## src/rtl/evt_counter_bank.sv

```systemverilog
// Bank of independent event counters: wrap or saturate at a runtime terminal
// value, with clear/load, a registered terminal pulse and a sticky overflow.

module evt_counter_ch #(
  parameter int WIDTH       = 17,
  parameter int EDGE_DETECT = 0
) (
  input  logic             clk_in,
  input  logic             rst_n_in,
  input  logic             evt_in,
  input  logic             en_in,
  input  logic             mode_in,
  input  logic [WIDTH-1:0] max_in,
  input  logic             clr_in,
  input  logic             load_in,
  input  logic [WIDTH-1:0] load_val_in,
  output logic [WIDTH-1:0] count_out,
  output logic             tc_out,
  output logic             ovf_out
);
  logic [WIDTH-1:0] r_cnt, w_cnt_nxt;
  logic             r_tc, w_tc_nxt;
  logic             r_ovf, w_ovf_nxt;
  logic             r_prev;
  logic             w_raw, w_acc, w_term;

  assign w_raw  = (EDGE_DETECT != 0) ? (evt_in & ~r_prev) : evt_in;
  assign w_acc  = w_raw & en_in & ~clr_in & ~load_in;
  // >= rather than == so a max lowered below the count still terminates
  assign w_term = (r_cnt >= max_in);

  always_comb begin
    w_cnt_nxt = r_cnt;
    w_tc_nxt  = 1'b0;
    w_ovf_nxt = r_ovf;
    if (clr_in) begin
      w_cnt_nxt = '0;
      w_ovf_nxt = 1'b0;
    end else if (load_in) begin
      w_cnt_nxt = (load_val_in > max_in) ? max_in : load_val_in;
    end else if (w_acc && w_term) begin
      w_cnt_nxt = mode_in ? max_in : '0;
      w_tc_nxt  = 1'b1;
      w_ovf_nxt = 1'b1;
    end else if (w_acc) begin
      w_cnt_nxt = r_cnt + WIDTH'(1);
    end
  end

  always_ff @(posedge clk_in or negedge rst_n_in) begin
    if (!rst_n_in) begin
      r_cnt  <= '0;
      r_tc   <= 1'b0;
      r_ovf  <= 1'b0;
      r_prev <= 1'b0;
    end else begin
      r_cnt  <= w_cnt_nxt;
      r_tc   <= w_tc_nxt;
      r_ovf  <= w_ovf_nxt;
      r_prev <= evt_in;
    end
  end

  assign count_out = r_cnt;
  assign tc_out    = r_tc;
  assign ovf_out   = r_ovf;
endmodule

module evt_counter_bank #(
  parameter int NUM_CH      = 4,
  parameter int WIDTH       = 17,
  parameter int EDGE_DETECT = 0
) (
  input  logic                    clk_in,
  input  logic                    rst_n_in,
  input  logic [NUM_CH-1:0]       evt_in,
  input  logic [NUM_CH-1:0]       en_in,
  input  logic [NUM_CH-1:0]       mode_in,
  input  logic [NUM_CH*WIDTH-1:0] max_in,
  input  logic [NUM_CH-1:0]       clr_in,
  input  logic [NUM_CH-1:0]       load_in,
  input  logic [NUM_CH*WIDTH-1:0] load_val_in,
  output logic [NUM_CH*WIDTH-1:0] count_out,
  output logic [NUM_CH-1:0]       tc_out,
  output logic [NUM_CH-1:0]       ovf_out
);
  for (genvar g = 0; g < NUM_CH; g++) begin : g_ch
    evt_counter_ch #(
      .WIDTH      (WIDTH),
      .EDGE_DETECT(EDGE_DETECT)
    ) u_ch (
      .clk_in     (clk_in),
      .rst_n_in   (rst_n_in),
      .evt_in     (evt_in[g]),
      .en_in      (en_in[g]),
      .mode_in    (mode_in[g]),
      .max_in     (max_in[g*WIDTH +: WIDTH]),
      .clr_in     (clr_in[g]),
      .load_in    (load_in[g]),
      .load_val_in(load_val_in[g*WIDTH +: WIDTH]),
      .count_out  (count_out[g*WIDTH +: WIDTH]),
      .tc_out     (tc_out[g]),
      .ovf_out    (ovf_out[g])
    );
  end
endmodule

```

## config.mk

```make
export PLATFORM = sky130hd
export DESIGN_NAME = evt_counter_bank
export DESIGN_NICKNAME = d
export VERILOG_FILES = /design/src/rtl/evt_counter_bank.sv
export SDC_FILE = /design/constraint.sdc
export NUM_CORES = 1
export LEC_CHECK = 0
export ABC_AREA = 1
export BUFFER_PORTS_ARGS = -buffer_cell sky130_fd_sc_hd__buf_4
export CORE_UTILIZATION = 35
export DETAILED_ROUTE_END_ITERATION = 7
export PLACE_DENSITY = 0.57
export SLEW_MARGIN = 0
export SYNTH_ARGS = -nofsm -noshare
export SYNTH_HDL_FRONTEND = slang
export SYNTH_SLANG_ARGS = --single-unit
```

## constraint.sdc

```tcl
create_clock -name clk_in -period 2.2 [get_ports clk_in]
set_input_delay 0 -clock clk_in [delete_from_list [all_inputs] [get_ports clk_in]]
set_output_delay 0 -clock clk_in [all_outputs]
set_load 0.05 [all_outputs]
```

==> impl_results.md <==
* Status: completed
* Rows at 64
* Max_cap viols at 0
* Worst-margin pin slew at 609 ps
* Asr flop ratio synth at 100%
* Die height at 179 um
* Initial antenna violation count at 0
* Unrepaired setup endpoints after global routing: no
* Dpl hpwl at 28.3 mm
* Fin crit share at 92.5%
* Share of the synthesized area in the top cell type at 23.9%
* CTS Buf Count at 9
* Clock Path Buffers at 2
* Post-synth EDFFs at 0
* Die area at 31900 um2
* Largest family of logic cells by synthesized area: simple AND/OR/NAND/NOR gates
* Total power at 6.67 mW
* Clk slew on worst S/H paths at 70 ps
* YS warnings at 0
* Vias in the first global route at 11300
* Final GP Congestion at 0.899
* Post-synthesis sequential area ratio at 17.4%
* Cell accounting for the most synthesized area: nand2_1
* Final TNS setup at 0 ps
* Worst rel slew slack at 59.2%
* Pwr dens at 478 nW/um2
* Final ANT Viol Nets at 0
* CTS tree: built
* Flop2flop setup slack at 160 ps
* Share of cells above drive strength 1 at 19.2%
* Final setup fails at 0
* Buffers added on ports at 233
* Drt drc at 0
* Syn nets at 2109
* Critical path required time at 2450 ps
* ANT cells at 0
* Area fraction in compound gates after synthesis at 3.33%
* Post-Synth Simple-Gate Area at 47.3%
* Area grow syn2layout at 27.8%
* Seq. cell area at 1910 um2
* CP Launch Type: flop
* Commonest non-fill, non-tap cell in the layout: nand2_1
* Ys flop type: dfrtp_1
* Via count at 12100
* Synth Area in XOR/XNOR at 4.58%
* Final hold vios at 0
* DR WL/cell at 14.1 um
* Io pins at 234
* Area of the multi-input gates at 7790 um2
* Total Nets Final at 2394
* Root Driver: clkbuf_16
* First-pass GRT wire length at 56.5 mm
* FF+latch count, synth at 76
* 1st-pass router iterations at 5
* # clock sinks at 76
* Synth Area in Adders at 16.1%
* Setup slack after layout at 164 ps
* Post-synthesis instance total at 1811
* Iteration-0 DRC Markers at 756
* Tmin final at 2040 ps
* Routed WL at 35.2 mm
* CP Max Fanout at 8
* Commonest non-fill, non-tap cells in the layout: nand2_1, buf_4, nand3_1
* Routed vias/inst at 4.84
* Largest net degree at the start of global routing at 37
* Critical path type: reg2reg
* Worst IR drop on VDD at 0.288 mV
* Top cells by area in the synthesized netlist: nand2_1, dfrtp_1, ha_1, nand3_1, inv_1
* Post-synthesis mux area share at 0%
* Post-route core utilization at 45.6%
* Fill cell count at 3287
* H-tree depth at 3
* Core Area at 30600 um2
* Initial Util at 35.7%
* Crit path capture type: flop
* LEAKAGE at 8.21 nW
* Synth Cell Area at 10900 um2
* Placement Setup Slack at 146 ps
* Setup bufs post-CTS at 0
* GRT Resource Usage Total at 22.2%
* Hold Path Class: in2reg
* Critical Path AT at 2280 ps
* Die Wd at 179 um
* Cell variety after synth at 36
* Grt ovf at 0
* Worst Skew at 8.02 ps
* Avg Cell Area, Syn at 6.02 um2
* Maximum clock rate at 491 MHz
* Max Slew Vio Count at 0
* Later-pin clock latency in the skew report at 360 ps
-- registers in the layout, summed over array words and instances, names as in the netlist --
name / cells
g_ch.u_ch.count_out: 68
g_ch.u_ch.ovf_out: 4
g_ch.u_ch.tc_out: 4
-- repair_timing --
item	4_1_cts	5_1_grt
hold endpoints to repair	35	0
resized for setup	0	6
hold buffers	5	0
endpoints found under the setup margin	0	22
-- critical path, stage by stage (launching register included) --
cell and delay (ps):
dfrtp_1 390, ha_1 300, nand2_1 100, nor2_1 170, nand3_1 90, nor2_1 110
nor2_1 60, nand3_2 150, buf_4 190, nand3_1 110, nand3_1 110, nand2_1 50
nand2_1 50, nand2_1 40
-- stage by stage --
stage | hold WS [ps] | cell area (um2) | std cells
6_report | 44.5 | 13900 | 2497
3_3_place_gp | 16.5 | 13500 | 2476
3_5_place_dp | 15.1 | 13500 | 2476
4_1_cts | 28.5 | 13900 | 2497
5_1_grt | 67.2 | 13900 | 2497
2_1_floorplan | -296 | 10900 | 1811
-- layout make-up --
cell class                      count  area share, %
Tap cell                          396           3.55
Timing Repair Buffer              330           18.0
Multi-Input combinational cell   1436           55.9
Clock buffer                       10           1.64
Clock inverter                      6          0.637
Sequential cell                    76           13.7
Inverter                          243           6.54
-- cells by family after synthesis --
family,Yosys count
AO/OA/AOI/OAI,67
AND/OR/NAND/NOR,1172
buffers and inverters,299
XOR/XNOR,57
flip-flops,76
adder cells (fa/ha/maj),140
-- layer usage --
layer | wire length, um | track usage (%) | vias to the layer above
met4 | 363 | 4.91 | 0
met5 | 0 | 0 | -
met3 | 1720 | 2.73 | 26
met1 | 17200 | 30.7 | 5407
met2 | 16000 | 36.6 | 306
li1 | - | - | 6340
-- where the power goes --
group	internal, mW	total, mW	switching (mW)
clock	0.996	1.69	0.694
combinational	1.21	3.29	2.08
sequential	1.54	1.68	0.139
-- worst paths after layout --
check | startpoint | end | cells after the start
max reg2reg | g_ch[3].u_ch.count_out[4] | g_ch[3].u_ch.count_out[12] | 13
min reg2reg | g_ch[3].u_ch.ovf_out | g_ch[3].u_ch.ovf_out | 2
min | load_val_in[36] | g_ch[2].u_ch.count_out[2] | 7
min in group asynchronous | rst_n_in | g_ch[3].u_ch.count_out[0] | 2
max in group asynchronous | rst_n_in | g_ch[2].u_ch.count_out[12] | 3
max | g_ch[3].u_ch.count_out[4] | g_ch[3].u_ch.count_out[12] | 13
-- synth_stat cells, types with 2 or more instances --
cell and n:
nand2_2 18, o21ai_0 10, clkbuf_1 21, nand3b_1 3, xor2_1 44, dfrtp_1 76, a21oi_1 45, nor2_2 6
nor2_1 93, nor3_4 2, nand2_1 693, o21a_1 3, inv_1 238, nand4_1 11, nand3_4 2, nand3_1 297
clkinv_1 5, xnor2_1 13, buf_4 12, a21o_1 8, nor3_2 4, nand3_2 13, buf_2 16, nor3_1 16
nand2_4 7, buf_6 5, nand4_2 2, ha_1 140
Note: power is estimated with default switching activity, not from simulation.
